===== config.mk =====
export PLATFORM = sky130hd
export DESIGN_NAME = sample_recorder_flat
export DESIGN_NICKNAME = d
export VERILOG_FILES = /design/src/rtl/sample_recorder_if.sv /design/src/rtl/sample_recorder.sv /design/src/flat_wrapper.sv
export SDC_FILE = /design/constraint.sdc
export NUM_CORES = 1
export LEC_CHECK = 0
export ABC_CLOCK_PERIOD_IN_PS = 4200
export CORE_ASPECT_RATIO = 1.5
export CORE_UTILIZATION = 48
export CTS_CLUSTER_SIZE = 24
export DETAILED_ROUTE_END_ITERATION = 10
export PLACE_DENSITY = 0.88
export SETUP_SLACK_MARGIN = 0.02
export SLEW_MARGIN = 20
export SYNTH_ARGS = -nofsm -noshare
export SYNTH_HDL_FRONTEND = slang
export SYNTH_SLANG_ARGS = --single-unit

===== constraint.sdc =====
create_clock -name clk -period 4.2 [get_ports clk]
set_input_delay 0.42 -clock clk [delete_from_list [all_inputs] [get_ports clk]]
set_output_delay 0.42 -clock clk [all_outputs]
set_load 0.02 [all_outputs]

===== src/rtl/sample_recorder_if.sv =====
// Ready/valid sample stream into the drum-sample recorder.
// The source drives valid/data; the recorder answers with ready.
interface sample_recorder_if #(
  parameter int DATA_W = 32
);
  logic                     in_valid;
  logic signed [DATA_W-1:0] in_data;
  logic                     in_ready;

  modport master (output in_valid, output in_data, input in_ready);
  modport slave  (input in_valid, input in_data, output in_ready);
endinterface


===== src/rtl/sample_recorder.sv =====
// Writer side of the drum-sample RAM: records a sample stream at addresses 0..MAXCOUNT-1.
// Optional threshold-triggered start is enabled by defining SAMPLE_RECORDER_THRESH_START_EN.
module sample_recorder #(
  parameter int          DATA_W   = 32,
  parameter int          ADDR_W   = 18,
  parameter int          MAXCOUNT = 229120,
  parameter logic [31:0] THRESH   = 32'd4096
) (
  input  logic                     clk,
  input  logic                     resetn,
  input  logic                     rec,
  input  logic                     stop,
  sample_recorder_if.slave         s_in,
  output logic                     wr_en,
  output logic [ADDR_W-1:0]        wr_addr,
  output logic signed [DATA_W-1:0] wr_data,
  output logic                     busy,
  output logic                     done,
  output logic [ADDR_W:0]          length
);

`ifdef SAMPLE_RECORDER_THRESH_START_EN
  typedef enum logic [1:0] {
    IDLE   = 2'd0,
    RECORD = 2'd1,
    DONE   = 2'd2,
    ARM    = 2'd3
  } state_t;
`else
  typedef enum logic [1:0] {
    IDLE   = 2'd0,
    RECORD = 2'd1,
    DONE   = 2'd2
  } state_t;
`endif

  state_t state, state_nxt;

  logic [ADDR_W-1:0]        addr_q, addr_d;
  logic [ADDR_W:0]          len_q, len_d;
  logic                     wr_en_d;
  logic [ADDR_W-1:0]        wr_addr_d;
  logic                     ready;
  logic                     accept;
  logic                     last;

  logic                     wr_en_p1;
  logic [ADDR_W-1:0]        wr_addr_p1;
  logic signed [DATA_W-1:0] wr_data_p1;

`ifdef SAMPLE_RECORDER_THRESH_START_EN
  localparam int MW = (DATA_W > 32) ? DATA_W : 32;

  // |x| with the most negative code saturated to the largest positive code.
  function automatic logic [DATA_W-1:0] sat_abs(input logic signed [DATA_W-1:0] x);
    logic [DATA_W-1:0] most_neg;
    most_neg = {1'b1, {(DATA_W-1){1'b0}}};
    if (!x[DATA_W-1])
      return x;
    else if (x == most_neg)
      return {1'b0, {(DATA_W-1){1'b1}}};
    else
      return -x;
  endfunction

  logic hit;
  assign hit   = (MW'(sat_abs(s_in.in_data)) >= MW'(THRESH));
  assign ready = (state == RECORD) || (state == ARM);
`else
  logic unused_thresh;
  assign unused_thresh = ^THRESH;
  assign ready = (state == RECORD);
`endif

  assign s_in.in_ready = ready;
  assign accept        = s_in.in_valid && ready;
  assign last          = (addr_q == ADDR_W'(MAXCOUNT - 1));
  assign busy          = (state != IDLE);
  assign done          = (state == DONE);

  always_ff @(posedge clk or negedge resetn) begin
    if (!resetn)
      state <= IDLE;
    else
      state <= state_nxt;
  end

  always_comb begin
    state_nxt = state;
    addr_d    = addr_q;
    len_d     = len_q;
    wr_en_d   = 1'b0;
    wr_addr_d = addr_q;
    case (state)
      IDLE: begin
        if (rec) begin
          addr_d = '0;
`ifdef SAMPLE_RECORDER_THRESH_START_EN
          state_nxt = ARM;
`else
          state_nxt = RECORD;
`endif
        end
      end
`ifdef SAMPLE_RECORDER_THRESH_START_EN
      ARM: begin
        // stop wins over a same-cycle trigger: the recording ends empty
        if (stop) begin
          len_d     = '0;
          state_nxt = DONE;
        end else if (accept && hit) begin
          wr_en_d   = 1'b1;
          wr_addr_d = '0;
          if (MAXCOUNT == 1) begin
            len_d     = (ADDR_W+1)'(1);
            state_nxt = DONE;
          end else begin
            addr_d    = ADDR_W'(1);
            state_nxt = RECORD;
          end
        end
      end
`endif
      RECORD: begin
        if (accept) begin
          wr_en_d   = 1'b1;
          wr_addr_d = addr_q;
          if (!last)
            addr_d = addr_q + ADDR_W'(1);
        end
        // The count includes a sample taken in the ending cycle; on a full
        // accept this equals MAXCOUNT whether or not stop is also high.
        if ((accept && last) || stop) begin
          len_d     = {1'b0, addr_q} + (ADDR_W+1)'(accept);
          state_nxt = DONE;
        end
      end
      DONE:    state_nxt = IDLE;
      default: state_nxt = IDLE;
    endcase
  end

  always_ff @(posedge clk or negedge resetn) begin
    if (!resetn) begin
      addr_q <= '0;
      len_q  <= '0;
    end else begin
      addr_q <= addr_d;
      len_q  <= len_d;
    end
  end

  // stage p1: registered RAM write port, one cycle after the accept
  always_ff @(posedge clk or negedge resetn) begin
    if (!resetn) begin
      wr_en_p1   <= 1'b0;
      wr_addr_p1 <= '0;
      wr_data_p1 <= '0;
    end else begin
      wr_en_p1 <= wr_en_d;
      if (wr_en_d) begin
        wr_addr_p1 <= wr_addr_d;
        wr_data_p1 <= s_in.in_data;
      end
    end
  end

  assign wr_en   = wr_en_p1;
  assign wr_addr = wr_addr_p1;
  assign wr_data = wr_data_p1;
  assign length  = len_q;

endmodule


===== src/flat_wrapper.sv =====
// flat-port wrapper written by rule: the top's interface ports become plain ports
module sample_recorder_flat 
#(
  parameter int          DATA_W   = 32,
  parameter int          ADDR_W   = 18,
  parameter int          MAXCOUNT = 229120,
  parameter logic [31:0] THRESH   = 32'd4096
)
  (clk, resetn, rec, stop, wr_en, wr_addr, wr_data, busy, done, length, s_in_in_valid, s_in_in_data, s_in_in_ready);
  sample_recorder_if #(.DATA_W(DATA_W)) s_in_i ();
  input  logic clk;
  input  logic resetn;
  input  logic rec;
  input  logic stop;
  output logic wr_en;
  output logic [ADDR_W-1:0] wr_addr;
  output logic signed [DATA_W-1:0] wr_data;
  output logic busy;
  output logic done;
  output logic [ADDR_W:0] length;
  input wire logic [$bits(s_in_i.in_valid)-1:0] s_in_in_valid;
  input wire logic [$bits(s_in_i.in_data)-1:0] s_in_in_data;
  output wire logic [$bits(s_in_i.in_ready)-1:0] s_in_in_ready;
  assign s_in_i.in_valid = s_in_in_valid;
  assign s_in_i.in_data = s_in_in_data;
  assign s_in_in_ready = s_in_i.in_ready;
  sample_recorder #(.DATA_W(DATA_W), .ADDR_W(ADDR_W), .MAXCOUNT(MAXCOUNT), .THRESH(THRESH)) u_core (.clk(clk), .resetn(resetn), .rec(rec), .stop(stop), .s_in(s_in_i), .wr_en(wr_en), .wr_addr(wr_addr), .wr_data(wr_data), .busy(busy), .done(done), .length(length));
endmodule

==> out/qor.csv, run 1 <==
metric;value;unit
outcome;completed;
synth-xor-area-share;0.0344;
hold_buffers;0;
core;8110;sq um
io_buffer_count;109;
antenna_found_initial;0;
worstSetupPathType;flip-flop to flip-flop;
layout_min_cycle_time;2.90;ns
clockRootBuffer;clkbuf_16;
synth.distinct_cells;40;
ant_nets;0;
worstReg2RegEnd;u_core.addr_q[15];
drc;0;
nFillCells;661;
cts_setup_buffers;0;
drtIter0Drc;158;
worstSetupStartpoint;u_core.state[1];
tns;0;ns
crit_fanout;56;
hp-class;primary input to asynchronous set/reset pin;
crit_path_cell_trace;nand2b_1, or2_2, buf_4, a21oi_1, a31oi_1, a31oi_1;
synth_area_leaders;dfrtp_1 (55%), nand2_1 (15%), mux2_4 (3.3%);
row_count;40;
avgSynthCellArea;9.57;sq um
rsz0062_at_grt;no;
setup_viol;0;
pwr_density_cell;557;nW/um^2
die_y;115;um
p_leak;2.62;nW
clk_path_buf_depth;2;
max-vdd-ir-drop;0.393;mV
slowest_stage;a21oi_1;
critPathCapture;u_core.addr_q[15];
clkSinkCount;90;
reg2reg_slack;1.30;ns
ys_seq_area_frac;0.553;
syn_nets;466;
finalWirelength;9920;um
post-route-period-util;0.691;
synthSimpleGateAreaFrac;0.234;
synth_seq_cells;90;
diodes;0;
synth_top_family_by_area;simple AND/OR/NAND/NOR gates;
first_pass_iters;5;
io_pins;110;
dr_total_vias;3409;
stdcell_area;5460;sq um
initial_core_util;0.503;
grt_usage;0.237;
dpl_cell_area;5190;sq um
dieWidth;77.2;um
required;4.46;ns
r2r-start;u_core.state[1];
worst_pin_slew;1.04;ns
fmax;345;MHz
final_layout_size_suffix_gt1_frac;0.0797;
worstRegToRegCells;6;
cts_tree;built;
nNetsFinal;563;
h-tree-depth;3;
drv_slew;0;
place_ws;1.19;ns
grt-ovfl-total;0;
muxShareOfSynthArea;0.0632;
critPathArrivalTime;3.16;ns
cp_top_family;compound AO/OA/AOI/OAI gates;
grt_pass1_wl;16200;um
crit_top_cell;a31oi_1;
hpwl;6690;um
grt_pass1_vias;3450;
crit_buf_inv;1;
area_delta_synth_final;34.1;%
relSlewSlack;0.307;
grt_max_degree;91;
dieArea;8870;sq um
cap_viol_max_count;0;
post_drt_wl_per_cell;15.7;um
clk_pin_slew_worst_paths;0.06;ns
globalplace.congestion;0.833;
placed_cells;617;
cts_buffers;9;
worst_slack;1.30;ns
cp-end-kind;flip-flop;
cp.depth;6;
fin_cells;632;
synth_area;4080;sq um
cp-start-kind;flip-flop;
synth_largest_area_cell;dfrtp_1;
syn_inst;426;
avgViaCountPerCell;5.39;
final_util;0.674;
synth_compound_area_frac;0.0722;
synth.top_cell.area_share;0.553;
cts_resized;0;
cpPeakStageDelay;0.87;ns
clk-insertion-delay-late;0.34;ns
hold_violations;0;
skew;0.00538;ns
ys_warn_count;0;
yosys.area_share.adder;0.00921;
-- worst min-delay path by stage --
stage / end / depth (start not counted) / slack [ns] / from
after floorplan: u_core.addr_q[0] / 0 / 0.12 / resetn
after global placement: u_core.wr_addr[17] / 2 / 0.46 / u_core.wr_addr[17]
after detailed placement: u_core.wr_data[5] / 2 / 0.46 / u_core.wr_data[5]
after CTS: u_core.wr_data[31] / 1 / 0.34 / resetn
after global routing: u_core.wr_addr[15] / 1 / 0.22 / resetn
final: u_core.wr_data[31] / 1 / 0.14 / resetn
-- cell type report --
| cell class | instances | area (sq um) | area share |
|---|---|---|---|
| sequential | 90 | 2250 | 0.412 |
| multi-input combinational | 306 | 1680 | 0.308 |
| timing repair buffer | 111 | 1110 | 0.203 |
| clock buffer | 13 | 260 | 0.0476 |
| tap | 105 | 131 | 0.0240 |
| inverter | 5 | 18.8 | 0.00343 |
| clock inverter | 2 | 12.5 | 0.00229 |
-- kinds of logic (layout without fill, tap and decap cells) --
family | count (synthesis) | in the layout
flip-flops | 90 | 90
AND/OR/NAND/NOR | 222 | 222
adder cells (fa/ha/maj) | 3 | 3
buffers and inverters | 30 | 131
AO/OA/AOI/OAI | 45 | 45
multiplexers | 20 | 20
XOR/XNOR | 16 | 16
-- stage by stage --
| stage | hold slack (ns) | power (W) |
|---|---|---|
| after floorplan | 0.124 | 0.00176 |
| after global placement | 0.458 | 0.00228 |
| after detailed placement | 0.462 | 0.00232 |
| after CTS | 0.341 | 0.00307 |
| after global routing | 0.217 | 0.00319 |
| final | 0.140 | 0.00304 |
-- sequential cells by signal, indices dropped and copies added, names as in the netlist --
register,cells
u_core.addr_q,18
u_core.state,2
u_core.length,19
u_core.wr_data,32
u_core.wr_addr,18
u_core.wr_en,1
-- routing by layer --
| metal | GRT usage | part of all wire | vias up | routed length, um |
|---|---|---|---|---|
| li1 | - | - | 1597 | - |
| met1 | 0.260 | 0.37 | 1634 | 3710 |
| met2 | 0.421 | 0.53 | 147 | 5260 |
| met3 | 0.0500 | 0.060 | 31 | 594 |
| met4 | 0.135 | 0.035 | 0 | 350 |
| met5 | 0 | 0 | - | 0 |
-- power by group --
| group | internal, W | switching (W) | leakage (nW) | total, W |
|---|---|---|---|---|
| combinational | 0.000492 | 0.000603 | 1.29 | 0.00109 |
| sequential | 0.00107 | 0.000135 | 1.20 | 0.00121 |
| clock | 0.000429 | 0.000312 | 0.132 | 0.000741 |
| total | 0.00199 | 0.00105 | 2.62 | 0.00304 |
-- cells in the final DEF (no fill, tap or decap), drive strengths merged, types with 7 or more instances in the layout --
cell	synthesis	routed
nand4	8	8
xor2	9	9
mux2	19	19
xnor2	7	7
nor3	8	8
a21oi	7	7
a31oi	10	10
clkdlybuf4s50	0	108
nand2	168	168
o21ai	15	15
dfrtp	90	90
clkbuf	15	13
nor2	16	16
-- cells in the mapped netlist, drive strengths merged --
library cell  instances
a41oi                 1
dfrtp                90
o41ai                 3
nand2b                2
or2                   3
nor2                 16
mux2                 19
or3                   1
a22o                  1
clkinv                1
inv                   4
o21ai                15
a31oi                10
xor2                  9
clkbuf               15
buf                  10
nand2               168
nand4                 8
a21o                  5
a21oi                 7
nor4                  4
o21ba                 1
nor2b                 1
mux2i                 1
o31ai                 2
nor3                  8
ha                    3
nor3b                 1
xnor2                 7
and4                  1
and3                  3
nand3                 6
(Power assumes the default switching activity.)
==> run 2: changes to the inputs <==
ABC_CLOCK_PERIOD_IN_PS = 2600   (was 4200)
CORE_UTILIZATION = 44   (was 48)
PLACE_DENSITY = 0.86   (was 0.88)
clock period = 2.6 ns   (was 4.2 ns; I/O delays follow)
==> out/qor.csv, run 2 (synthesis gave the netlist of run 1 again) <==
metric;value;unit;change
final_layout_size_suffix_gt1_frac;0.112;;+0.0324
dr_total_vias;3462;;+1.6%
rsz0062_at_grt;no;;
worst_slack;0.182;ns;-1.12 ns
fmax;414;MHz;+20%
cp_top_family;simple AND/OR/NAND/NOR gates;;
crit_buf_inv;0;;-1
worst_pin_slew;0.580;ns;-0.460 ns
required;2.82;ns;-1.64 ns
diodes;0;;unchanged
nNetsFinal;579;;+2.8%
mostFrequentLayoutCells;nand2_1 (168), clkdlybuf4s50_1 (108), dfrtp_1 (90);;
cap_viol_max_count;0;;unchanged
io_buffer_count;109;;unchanged
first_pass_iters;4;;-1
crit_fanout;19;;-66%
cts_buffers;9;;unchanged
antenna_found_initial;0;;unchanged
grt_usage;0.232;;-0.00430
area_delta_synth_final;38.2;%;
critPathArrivalTime;2.64;ns;-0.52 ns
cp-start-kind;flip-flop;;
avgViaCountPerCell;5.29;;-1.9%
clockRootBuffer;clkbuf_16;;
ant_nets;0;;unchanged
drtIter0Drc;160;;+1.3%
h-tree-depth;3;;unchanged
finalWirelength;10200;um;+3.1%
tns;0;ns;unchanged
crit_path_cell_trace;nand4_2, nor4_4, a31oi_4, nor2_8, mux2_2;;
worstSetupPathType;flip-flop to flip-flop;;
hp-class;primary input to asynchronous set/reset pin;;
row_count;42;;+5.0%
drv_slew;0;;unchanged
nFillCells;703;;+6.4%
relSlewSlack;0.613;;+0.307
clkSinkCount;90;;unchanged
outcome;completed;;
slowest_stage;nor4_4;;
initial_core_util;0.459;;-0.0438
clk_path_buf_depth;2;;unchanged
place_ws;0.0299;ns;-1.16 ns
cts_tree;built;;
post-route-period-util;0.930;;+0.239
largest_reg_flops;32;;unchanged
grt_pass1_wl;16900;um;+4.2%
p_leak;2.70;nW;+3.0%
skew;0.00480;ns;-0.000583 ns
io_pins;110;;unchanged
grt_max_degree;57;;-37%
register_area;2250;sq um;unchanged
multiInputGateArea;1720;sq um;+2.1%
grt_pass1_vias;3574;;+3.6%
layout_min_cycle_time;2.42;ns;-0.483 ns
pwr_density_cell;878;nW/um^2;+58%
layout_commonest_cell;nand2_1;;
cp-end-kind;flip-flop;;
cpPeakStageDelay;0.56;ns;-0.31 ns
cts_resized;0;;unchanged
max-vdd-ir-drop;0.571;mV;+45%
clk-insertion-delay-late;0.34;ns;about the same
grt-ovfl-total;0;;unchanged
hold_violations;0;;unchanged
drc;0;;unchanged
die_y;120;um;+4.4%
globalplace.congestion;0.882;;+5.8%
dieWidth;80.6;um;+4.3%
dieArea;9660;sq um;+8.9%
core;8880;sq um;+9.5%
clk_pin_slew_worst_paths;0.06;ns;about the same
post_drt_wl_per_cell;15.6;um;-0.38%
hpwl;7300;um;+9.1%
setup_viol;0;;unchanged
-- run 2: cell count changes in the layout (fill, tap and decap cells not counted), sizes merged --
cell	before	now
dlygate4sd3	0	1
buf	3	18
clkbuf	13	14
-- run 2: metal layers --
layer / routed length, um / track usage / share of wire / vias to the layer above
met3: 581 / 0.0540 / 0.057 / 30
met4: 380 / 0.143 / 0.037 / 0
met1: 3930 / 0.268 / 0.38 / 1660
met5: 0 / 0 / 0 / -
li1: - / - / - / 1633
met2: 5330 / 0.382 / 0.52 / 139
-- run 2: final cells by class --
| cell class | instances | share of cell area |
|---|---|---|
| Sequential cell | 90 | 0.400 |
| Multi-Input combinational cell | 306 | 0.305 |
| Timing Repair Buffer | 127 | 0.220 |
| Clock buffer | 14 | 0.0451 |
| Tap cell | 110 | 0.0244 |
| Inverter | 5 | 0.00355 |
| Clock inverter | 2 | 0.00222 |
-- run 2: per-stage QoR --
step / hold WS (ns) / instances / instance area (sq um) / util / power (W)
floorplan: -0.0356 / 426 / 4130 / - / 0.00287
global placement: 0.250 / 637 / 5360 / 0.603 / 0.00372
detailed placement: 0.258 / 637 / 5360 / 0.603 / 0.00379
CTS: 0.430 / 654 / 5630 / 0.634 / 0.00499
global route: 0.459 / 654 / 5630 / 0.634 / 0.00520
finish: 0.438 / 654 / 5630 / 0.634 / 0.00494
-- run 2: repair_timing --
item / in CTS / in global routing
setup buffers: 0 / 0
endpoints found under the hold margin: 37 / 0
setup endpoints to repair: 0 / 0
hold buffers: 1 / 0
-- run 2: worst paths after layout --
path,from,to,slack (ns),cells past startpoint
worst max-delay path,u_core.addr_q[10],u_core.length[7],0.18,5
worst min-delay path,resetn,u_core.length[9],0.44,2
worst max register to register,u_core.addr_q[10],u_core.length[7],0.18,5
worst min register to register,u_core.wr_addr[15],u_core.wr_addr[15],0.47,2
max in group asynchronous,resetn,u_core.wr_data[29],1.52,3
min in group clk,s_in_in_data[10],u_core.wr_data[10],0.44,3
-- run 2: worst register-to-register path: stages (launching register included) --
cell	delay, ns
dfrtp_1	0.49
nand4_2	0.28
nor4_4	0.56
a31oi_4	0.22
nor2_8	0.37
mux2_2	0.40
-- run 2: power by group --
| group | switching [W] | internal [W] | total, W |
|---|---|---|---|
| clock network | 0.000504 | 0.000673 | 0.00118 |
| registers | 0.000205 | 0.00173 | 0.00193 |
| logic | 0.00100 | 0.000831 | 0.00183 |
| total | 0.00171 | 0.00323 | 0.00494 |
